## src/rtl/message_scroll_ctrl.sv

```systemverilog
// message_scroll_ctrl
//   Scrolls one of four fixed ROM messages through an 8-character display
//   window, one character per clock, then pads with 8 spaces so the text
//   scrolls fully off before signalling completion.
//
// Ports
//   sec_clock   : clock, all state updates on the rising edge
//   rst         : synchronous active-high reset
//   req[3:0]    : level requests, bit i requests message i
//   abort       : cancels the message in progress (ignored when idle)
//   grant[3:0]  : one-hot message being scrolled, 0 when idle
//   busy        : high while shifting characters or padding
//   done        : one-cycle pulse on normal completion
//   instruction : 8 five-bit char codes, newest in [4:0], oldest in [39:35]
//   hold        : freezes scrolling (only with SCROLL_HOLD_EN defined)
//
// Build option: define SCROLL_HOLD_EN to add the hold input.
module message_scroll_ctrl (
    input  logic        sec_clock,
    input  logic        rst,
    input  logic [3:0]  req,
    input  logic        abort,
    output logic [3:0]  grant,
    output logic        busy,
    output logic        done,
    output logic [39:0] instruction
`ifdef SCROLL_HOLD_EN
    ,
    input  logic        hold
`endif
);

    typedef enum logic [1:0] {StIdle, StShift, StPad} state_e;

    state_e      state_q, state_d;
    logic [39:0] instr_q, instr_d;
    logic [3:0]  grant_q, grant_d;
    logic [1:0]  msg_q, msg_d;
    logic [1:0]  ptr_q, ptr_d;
    logic [3:0]  idx_q, idx_d;
    logic [2:0]  pad_q, pad_d;
    logic        done_q, done_d;

    logic        frozen;
    logic [1:0]  winner;
    logic [1:0]  cand;
    logic [4:0]  cur_char;

`ifdef SCROLL_HOLD_EN
    assign frozen = hold;
`else
    assign frozen = 1'b0;
`endif

    // Messages are stored as space-padded ASCII; first character in the MSBs.
    // Letters map to their alphabet position, space maps to 0.
    function automatic logic [4:0] rom_char(input logic [1:0] m, input logic [3:0] i);
        logic [127:0] s;
        logic [7:0]   c;
        logic [7:0]   t;
        unique case (m)
            2'd0:    s = "WELCOME         ";
            2'd1:    s = "CONVERT CURRENCY";
            2'd2:    s = "WITHDRAW        ";
            default: s = "ERROR           ";
        endcase
        c = s[8*(15-i) +: 8];
        t = c - 8'h40;
        return (c == 8'h20) ? 5'd0 : t[4:0];
    endfunction

    function automatic logic [3:0] msg_last(input logic [1:0] m);
        unique case (m)
            2'd0:    return 4'd6;
            2'd1:    return 4'd15;
            2'd2:    return 4'd7;
            default: return 4'd4;
        endcase
    endfunction

    // Round-robin: scan offsets high to low so the nearest requester at or
    // above ptr is the last one written.
    always_comb begin
        winner = ptr_q;
        cand   = ptr_q;
        for (int k = 3; k >= 0; k--) begin
            cand = ptr_q + 2'(k);
            if (req[cand]) winner = cand;
        end
    end

    assign cur_char = rom_char(msg_q, idx_q);

    always_comb begin
        state_d = state_q;
        instr_d = instr_q;
        grant_d = grant_q;
        msg_d   = msg_q;
        ptr_d   = ptr_q;
        idx_d   = idx_q;
        pad_d   = pad_q;
        done_d  = 1'b0;

        unique case (state_q)
            StIdle: begin
                if (req != 4'b0000) begin
                    grant_d = 4'b0001 << winner;
                    msg_d   = winner;
                    ptr_d   = winner + 2'd1;
                    instr_d = '0;
                    idx_d   = '0;
                    state_d = StShift;
                end
            end
            StShift, StPad: begin
                if (abort) begin
                    instr_d = '0;
                    grant_d = '0;
                    state_d = StIdle;
                end else if (!frozen) begin
                    if (state_q == StShift) begin
                        instr_d = {instr_q[34:0], cur_char};
                        idx_d   = idx_q + 4'd1;
                        if (idx_q == msg_last(msg_q)) begin
                            pad_d   = '0;
                            state_d = StPad;
                        end
                    end else begin
                        instr_d = {instr_q[34:0], 5'b00000};
                        pad_d   = pad_q + 3'd1;
                        if (pad_q == 3'd7) begin
                            grant_d = '0;
                            done_d  = 1'b1;
                            state_d = StIdle;
                        end
                    end
                end
            end
            default: state_d = StIdle;
        endcase
    end

    always_ff @(posedge sec_clock) begin
        if (rst) begin
            state_q <= StIdle;
            instr_q <= '0;
            grant_q <= '0;
            msg_q   <= '0;
            ptr_q   <= '0;
            idx_q   <= '0;
            pad_q   <= '0;
            done_q  <= 1'b0;
        end else begin
            state_q <= state_d;
            instr_q <= instr_d;
            grant_q <= grant_d;
            msg_q   <= msg_d;
            ptr_q   <= ptr_d;
            idx_q   <= idx_d;
            pad_q   <= pad_d;
            done_q  <= done_d;
        end
    end

    assign grant       = grant_q;
    assign busy        = (state_q != StIdle);
    assign done        = done_q;
    assign instruction = instr_q;

endmodule

```

## config.mk

```make
export PLATFORM = sky130hd
export DESIGN_NAME = message_scroll_ctrl
export DESIGN_NICKNAME = d
export VERILOG_FILES = /design/src/rtl/message_scroll_ctrl.sv
export SDC_FILE = /design/constraint.sdc
export NUM_CORES = 1
export LEC_CHECK = 0
export BUFFER_PORTS_ARGS = -buffer_cell sky130_fd_sc_hd__buf_2
export CAP_MARGIN = 20
export CORE_ASPECT_RATIO = 2
export CORE_MARGIN = 3
export CORE_UTILIZATION = 60
export DETAILED_ROUTE_END_ITERATION = 16
export PLACE_DENSITY = 0.85
export SETUP_SLACK_MARGIN = 0.02
export SYNTH_ARGS = -nofsm -noshare
export SYNTH_HDL_FRONTEND = slang
export SYNTH_SLANG_ARGS = --single-unit
```

## constraint.sdc

```tcl
create_clock -name sec_clock -period 3.65 [get_ports sec_clock]
set_input_delay 1.095 -clock sec_clock [delete_from_list [all_inputs] [get_ports sec_clock]]
set_output_delay 1.095 -clock sec_clock [all_outputs]
set_load 0.01 [all_outputs]
```

# --- After elaboration in Yosys (flattened, before gate mapping) ---
# Cells that the tools add are included.
# Widths: inputs -> output; s select.
totals:
  regBits: 58
  in_bits: 7
  out_inout_bits: 46
  word_cells: 92
op_classes:
  addsub: 8
  n_lt_le_gt_ge: 4
  n_eq_ne: 15
  n_shift: 2
  n_mux: 40
  bitwise: 2
  reduce_logical: 13
ops:
  columns: ["cell", "count"]
  rows:
  - ["$pmux 125 s3", 1]
  - ["$shiftx 128x33->8", 1]
  - ["$mux 40", 2]
  - ["$pmux 40 s2", 1]
  - ["$mux 4", 10]
  - ["$mux 2", 9]
  - ["$pmux 4 s2", 2]
  - ["$lt 2x3->1 const B", 4]
  - ["$pmux 4 s3", 1]
  - ["$mux 5", 2]
  - ["$bmux 1 s2", 4]
  - ["$eq 8x6->1 const B", 1]
  - ["$ne 4x4->1 const B", 2]
  - ["$reduce_and 4->1", 2]
  - ["$mux 3", 2]
  - ["$ne 2x2->1 const B", 3]
  - ["$ne 3x3->1 const B", 2]
  - ["$reduce_and 3->1", 2]
  - ["$mux 1", 5]
  - ["$sub 4x4->5 const A", 1]
  - ["$sub 5x1->5 const B", 1]
  - ["$add 2x1->2 const B", 2]
  - ["$add 2x2->2 const B", 2]
  - ["$add 4x1->4 const B", 1]
  - ["15 further kinds", 21]

# --- Depth between registers and ports, before layout ---
# Gate-level depths: netlist of the first run.
depth:
  depth_word: 10
  ltp_mapped: 9
  mapped_depth_nobuf: 9

# --- Worst setup path after synthesis of the first run ---
# OpenSTA, ideal clock, no wires.
synth_timing:
  path_kind: "input port to flip-flop"
  startpoint: "input req[0]"
  endpoint: "register grant_q[3] (netlist: grant[3])"
  setup_ps: 128
  t_arrival_ps: 2166
  required_time_ps: 3522
  path_slack_ps: 1356
  stages: 9
  path_buffers: 0
  path_cell_list: "nor2_1 -> a22oi_1 -> o21ai_0 -> o22ai_1 -> inv_1 -> ha_1 -> nor2b_1 -> mux2i_1 -> nor2_1"
synth_via:
  elab_chain_cells: 9
  elab_cells_between_ends: 18
  cone_classes: "eq/ne: 1; shift: 1; mux: 14; reduce/logical: 2"
synth_rtl:
  columns: ["element", "line_no", "source"]
  rows:
  - ["start: declaration", "21", "input logic [3:0] req,"]
  - ["$bmux 1 s2", "88", "if (req[cand]) winner = cand;"]
  - ["$mux 1 (not written as such)", "88", null]
  - ["$mux 2 (3 in series)", "88", null]
  - ["$mux 2 (*)", "88", null]
  - ["named net winner[1]", "45", "logic [1:0] winner;"]
  - ["$shl 1x2->4 (*)", "107", "grant_d = 4'b0001 << winner;"]
  - ["$mux 4 (*)", "106", "if (req != 4'b0000) begin"]
  - ["$pmux 4 s2 (*)", "104", "unique case (state_q)"]
  - ["end signal: assignment", "156", "grant_q <= grant_d;"]
  - ["end: declaration", "37", "logic [3:0] grant_q, grant_d;"]
# The timed path passes the listed nets; every way through them passes the cells marked *. The select of a mux whose other input is x is not followed.
# A chain may end at the register's enable or synchronous reset.

# --- Worst setup path after layout of the first run ---
layout_timing:
  startpoint: "register state_q[1]"
  endpoint: "output busy"
layout_via:
  elab_chain_cells: 1
layout_rtl:
  columns: ["element", "line_no", "source"]
  rows:
  - ["start: declaration", "35", "state_e state_q, state_d;"]
  - ["start signal: assignment", "145", "state_q <= StIdle;"]
  - ["start signal: assignment", "154", "state_q <= state_d;"]
  - ["$reduce_bool 2->1", "166", "assign busy = (state_q != StIdle);"]
  - ["end: declaration", "24", "output logic busy,"]
# Every way passes these cells.

==> results of run 1 <==
[sequential cells by signal (all words and copies together), names as in the netlist]
register / flops
instruction: 40
pad_q: 3
msg_q: 2
grant: 4
idx_q: 4
state_q: 2
done: 1
ptr_q: 2
[cells by family (layout without fill, tap and decap cells)]
| group | count (synthesis) | after routing | synth area share [%] |
|---|---|---|---|
| adders and majority gates | 18 | 18 | 7.401 |
| and+or+nand+nor | 139 | 139 | 21.75 |
| muxes | 14 | 14 | 4.646 |
| AOI/OAI and AO/OA | 97 | 97 | 19.49 |
| xor gates and xnor gates | 3 | 3 | 0.8636 |
| DFF | 58 | 58 | 38.16 |
| buffers and inverters | 47 | 89 | 7.689 |
[metrics by stage]
stage	power (mW)	hold WS, ns	utilization, %
after CTS	1.801	0.4539	71.01
after detailed placement	1.148	0.4440	66.49
after global routing	1.884	0.4800	71.01
final	1.797	0.4522	71.01
after global placement	1.131	0.4402	66.49
after floorplan	1.064	0.4695	-
[synth_stat cells (4+ instances only)]
cell type  instances  area, µm²
o21ai_0           15      75.07
buf_6              4      45.04
nand2_1           48      180.2
buf_2             16      80.08
nand3_1           40      200.2
inv_1             16      60.06
ha_1              18      225.2
clkbuf_1           7      26.28
mux2i_1           13      130.1
dfxtp_1           58       1161
nor2_1            26      97.59
nor3_1             5      25.02
a21oi_1           49      245.2
nor2b_1            7      43.79
[cell usage in the layout (no fill, tap or decap), types with 3 or more instances in the layout]
| master | Yosys | final |
|---|---|---|
| a21oi_1 | 49 | 49 |
| nor2_1 | 26 | 26 |
| nor2b_1 | 7 | 7 |
| mux2i_1 | 13 | 13 |
| dfxtp_1 | 58 | 58 |
| a211oi_1 | 3 | 3 |
| a2111oi_0 | 3 | 3 |
| buf_2 | 16 | 52 |
| buf_4 | 2 | 4 |
| ha_1 | 18 | 18 |
| nand2b_1 | 3 | 3 |
| nand3_1 | 40 | 40 |
| clkbuf_8 | 0 | 10 |
| inv_1 | 16 | 16 |
| nand2_1 | 48 | 48 |
| o21ai_0 | 15 | 15 |
| nor3_1 | 5 | 5 |
| a22oi_1 | 3 | 3 |
[metal layers]
| layer | wire length [µm] | up-vias | global-route usage (%) |
|---|---|---|---|
| li1 | - | 1388 | - |
| met1 | 2510 | 1320 | 24.43 |
| met2 | 4008 | 69 | 45.73 |
| met3 | 267 | 16 | 4.940 |
| met4 | 165 | 0 | 13.58 |
| met5 | 0 | - | 0 |
[power groups by stage]
stage	Clock (mW)	Combinational, mW	Sequential (mW)
after detailed placement	0	0.433	0.715
after global placement	0	0.417	0.713
after global routing	0.690	0.485	0.708
after CTS	0.667	0.433	0.701
final	0.660	0.435	0.701
after floorplan	0	0.365	0.699
[layout make-up]
class	count	area share, %
Clock buffer	12	4.201
Clock inverter	4	2.173
Tap cell	57	2.064
Multi-Input combinational cell	271	47.70
Inverter	17	1.847
Sequential cell	58	33.61
Timing Repair Buffer	56	8.403
[how the worst max path moves through the flow]
stage,to,slack (ns),cells past startpoint
finish,busy,1.22,4
global route,pad_q[2],1.11,6
CTS,busy,1.22,4
detailed placement,grant[3],0.90,10
global placement,grant[2],1.04,10
floorplan,grant[3],1.36,9
[critical path, delay by kind of cell, from the launching register on]
family                   cells  cell delay, ns
adder cells (fa/ha/maj)      1            0.32
flip-flops                   1            0.33
buffers and inverters        3            0.34
==> reports/metrics.yaml, run 1 <==
worst_hold_path:
  min_to: "instruction[35]"
  min_from: "instruction[35]"
  worstHoldPathType: "reg -> reg"
  hold-path-cell-count: 2
global_routing:
  grt_pass1_wl_mm: 11.71
  grt_usage_pct: 24.50
  grt_max_degree: 38
  grt_overflow: 0
  antenna_found_initial: 0
  first_global_vias: 2679
clock_tree:
  clock_latency_ns: 0.34
  cts-root-buf: "clkbuf_8"
  path_clk_slew_ns: 0.07
  cts_inserted_buffers: 9
  cts_setup_buffers: 0
  cts_max_level: 3
  cts_sinks: 58
  cts_hold_buf: 0
  cts_buffer_depth: 2
  cts_tree: "done"
  cts_resized: 0
setup_path:
  ff2ff_path_depth: 6
  ff2ff_setup_slack_ns: 1.34
  start_kind: "register"
  rr_endpoint: "instruction[2]"
  crit_chain: "inv_1, ha_1, inv_1, buf_2"
  critPathCaptureType: "output pin"
  crit_type: "reg -> out"
  cp.required_ns: 2.55
  cp_slowest_stage_delay_ns: 0.33
  critPathMaxFanout: 7
  worstReg2RegStart: "state_q[1]"
  crit_arrival_ns: 1.34
  path_common_cell: "inv_1"
  cp-startpoint: "state_q[1]"
  cpMaxStageDelayCell: "dfxtp_1"
power_and_ir_drop:
  internal-power_mw: 1.218
  p_sw_share_pct: 32.22
  ir_drop_v: 0.0004482
  combPwrFrac_pct: 24.2
  switchingPower_mw: 0.5789
  clkPwrFrac_pct: 36.8
  pwr-share-seq_pct: 39.0
  cellPowerDensity_mw_per_mm2: 520.1
  power.leakage_nw: 1.436
routing:
  ant_nets: 0
  detailroute.via_count: 2793
  drt_pass1_iterations: 4
  wl_mm: 6.951
  viasPerCell: 5.880
  wl_per_cell_um: 14.63
  drt_iter0_markers: 160
  drc: 0
yosys:
  ys_warn_count: 0
  netlist_area_mm2: 0.003043
  synth_seq_cells: 58
  synth_nets: 401
  synthFlopType: "dfxtp_1"
  ys_seq_area_share_pct: 38.16
  synth.distinct_cells: 51
  synth-edff-count: 0
  syn_area_per_cell_um2: 8.093
  synthCells: 376
  synth_async_sr_flop_share_pct: 0
floorplan:
  fp.dieArea_mm2: 0.006014
  start_util_pct: 62.55
  design.core.area_mm2: 0.004865
  ioPinCount: 53
  die_h_um: 106.7
  core.rowCount: 36
  die_w_um: 56.36
placement:
  dp_hpwl_mm: 4.943
  placed_area_mm2: 0.003234
  io_buffers: 52
  gp_congestion: 0.8292
  dp_slack_ns: 0.9018
  placed_cells: 459
timing:
  post-route-period-util_pct: 66.61
  rsz0062_at_grt: "no"
  tns_ns: 0
  worst_slew_pin_slew_ns: 0.8999
  finalWorstSetupSlack_ns: 1.219
  slew_headroom_pct: 39.92
  fmax_ghz: 0.4113
  finClkSkew_ns: 0.008613
  slew_violations: 0
  setup_viol: 0
  post-route-min-period_ns: 2.431
  finalHoldViolCount: 0
layout:
  drive_above_1_share_pct: 18.18
  finalNonFillerCells: 475
  num_antenna_cells: 0
  nNetsFinal: 438
  area_delta_synth_final_pct: 13.53
  fillers: 406
  fin_area_mm2: 0.003455
  seqCellArea_mm2: 0.001161
  multiInputGateArea_mm2: 0.001648
run_status:
  status: "finished, final reports clean"
flow_run:
  max_cap_viol_count: 0
(Power assumes the default switching activity.)
==> run 2: changes to the inputs <==
--- a/config.mk
+++ b/config.mk
@@ -9,9 +9,9 @@
 export CAP_MARGIN = 20
 export CORE_ASPECT_RATIO = 2
 export CORE_MARGIN = 3
-export CORE_UTILIZATION = 60
+export CORE_UTILIZATION = 56
 export DETAILED_ROUTE_END_ITERATION = 16
-export PLACE_DENSITY = 0.85
+export PLACE_DENSITY = 0.8
 export SETUP_SLACK_MARGIN = 0.02
 export SYNTH_ARGS = -nofsm -noshare
 export SYNTH_HDL_FRONTEND = slang
==> constraint.sdc (replaced) <==
create_clock -name sec_clock -period 2.4 [get_ports sec_clock]
set_input_delay 0.72 -clock sec_clock [delete_from_list [all_inputs] [get_ports sec_clock]]
set_output_delay 0.72 -clock sec_clock [all_outputs]
set_load 0.01 [all_outputs]
==> run 2 against run 1 <==
Effect of this change:
- final cell count increased by 1.5%
- core utilization decreased by 3.3 points
- largest cell class unchanged
- first-iteration DRC count shrank 7.5%
- clock power is 52% higher
- power is 54% higher
- critical path type is now reg -> reg
==> reports/metrics.yaml, run 2 (synthesized netlist as in run 1, its figures left out) <==
run_status:
  status: "finished, final reports clean"
timing:
  slew_violations: 0
  finClkSkew_ns: 0.01087
  fmax_ghz: 0.4724
  slew_headroom_pct: 56.31
  finalWorstSetupSlack_ns: 0.2832
  whs_ns: 0.4514
  tns_ns: 0
  post-route-period-util_pct: 88.20
  post-route-min-period_ns: 2.117
  setup_viol: 0
  finalHoldViolCount: 0
  worst_slew_pin_slew_ns: 0.6545
  rsz0062_at_grt: "no"
layout:
  nNetsFinal: 444
  fillers: 462
  final_cell_mix: "58 x dfxtp_1, 52 x buf_2, 49 x a21oi_1"
  largest_register_ffs: 40
  finalNonFillerCells: 482
  multiInputGateArea_mm2: 0.001648
  num_antenna_cells: 0
  seqCellArea_mm2: 0.001161
  final_common_cell: "dfxtp_1"
  drive_above_1_share_pct: 19.58
  area_delta_synth_final_pct: 15.42
worst_hold_path:
  worstHoldPathType: "reg -> reg"
  min_from: "instruction[38]"
routing:
  wl_per_cell_um: 14.76
  detailroute.via_count: 2866
  viasPerCell: 5.946
  ant_nets: 0
  drc: 0
  drt_pass1_iterations: 4
  wl_mm: 7.115
  drt_iter0_markers: 148
clock_tree:
  path_clk_slew_ns: 0.07
  cts-root-buf: "clkbuf_8"
  cts_inserted_buffers: 9
  cts_resized: 0
  cts_tree: "done"
  cts_buffer_depth: 2
  clock_latency_ns: 0.34
  cts_hold_buf: 0
  cts_max_level: 3
  cts_sinks: 58
  cts_setup_buffers: 0
global_routing:
  grt_pass1_wl_mm: 12.03
  antenna_found_initial: 0
  grt_max_degree: 37
  grt_overflow: 0
  grt_usage_pct: 23.87
  first_global_vias: 2731
power_and_ir_drop:
  internal-power_mw: 1.878
  cellPowerDensity_mw_per_mm2: 787.0
  power.leakage_nw: 1.476
  power_mw: 2.764
  pwr-share-seq_pct: 38.1
  ir_drop_v: 0.0007123
  p_sw_share_pct: 32.06
  combPwrFrac_pct: 25.7
  clkPwrFrac_pct: 36.2
  switchingPower_mw: 0.8862
placement:
  placed_cells: 466
  dp_slack_ns: 0.1558
  io_buffers: 52
  dp_hpwl_mm: 5.152
  gp_congestion: 0.8147
floorplan:
  design.core.area_mm2: 0.005185
  fp.dieArea_mm2: 0.006408
  die_w_um: 58.13
  core.rowCount: 37
  start_util_pct: 58.69
  ioPinCount: 53
  die_h_um: 110.2
setup_path:
  critPathCaptureType: "register"
  worstReg2RegStart: "msg_q[1]"
  cpMaxStageDelayCell: "dfxtp_1"
  crit_arrival_ns: 2.33
  critPathMaxFanout: 6
  path_common_cell: "ha_1"
  start_kind: "register"
  cp_slowest_stage_delay_ns: 0.42
  crit_type: "reg -> reg"
  crit_chain: "inv_1, ha_1, ha_1, nand2b_1, nor4_1, o31a_1, mux2i_1, nor2_1"
  cp.required_ns: 2.61
  cp-startpoint: "msg_q[1]"
flow_run:
  max_cap_viol_count: 0
[run 2: cell count changes in the layout (fill, tap and decap cells not counted), sizes merged]
| cell | change |
|---|---|
| buf | +6 |
| clkbuf | -1 |
| clkinv | +2 |
| clkinvlp | -1 |
[run 2: area by class of cell]
| cell class | count | share of cell area (%) |
|---|---|---|
| repair buffers | 62 | 9.904 |
| inverters | 17 | 1.817 |
| multi-input cells | 271 | 46.92 |
| clock buffers | 11 | 4.026 |
| clock inverters | 5 | 2.209 |
| flip-flops and latches | 58 | 33.06 |
| well taps | 58 | 2.066 |
[run 2: worst paths after layout]
kind                          end  slack (ns)  cells after the start
hold reg to reg   instruction[38]        0.45                      2
hold / removal    instruction[38]        0.45                      2
setup reg to reg       state_q[0]        0.28                      8
setup / recovery       state_q[0]        0.28                      8
[run 2: layer usage]
metal	GRT usage [%]	share of wire, %	wire length (µm)	up-vias
met5	0	0	0	-
met4	12.77	3.7	265	0
met3	5.828	4.7	333	21
met2	44.34	55	3883	75
met1	23.55	37	2632	1369
li1	-	-	-	1401
[run 2: power by group through the flow]
| stage | combinational (mW) | sequential (mW) | clock (mW) |
|---|---|---|---|
| final | 0.711 | 1.05 | 1.00 |
| after detailed placement | 0.706 | 1.07 | 0 |
| after floorplan | 0.555 | 1.06 | 0 |
| after global placement | 0.687 | 1.07 | 0 |
| after global routing | 0.797 | 1.06 | 1.06 |
| after CTS | 0.710 | 1.05 | 1.01 |
[run 2: critical path: cells and delay by family (launching register included)]
kind / cells / cell delay, ns
buf+inv: 1 / 0.11
flops: 1 / 0.42
simple gates: 3 / 0.43
mux: 1 / 0.20
fa+ha+maj: 2 / 0.62
compound gates: 1 / 0.22
[run 2: per-stage QoR]
| step | utilization [%] | instance area (µm²) |
|---|---|---|
| after CTS | 67.74 | 3512 |
| final | 67.74 | 3512 |
| after detailed placement | 63.51 | 3293 |
| after global routing | 67.74 | 3512 |
| after floorplan | - | 3043 |
| after global placement | 63.51 | 3293 |
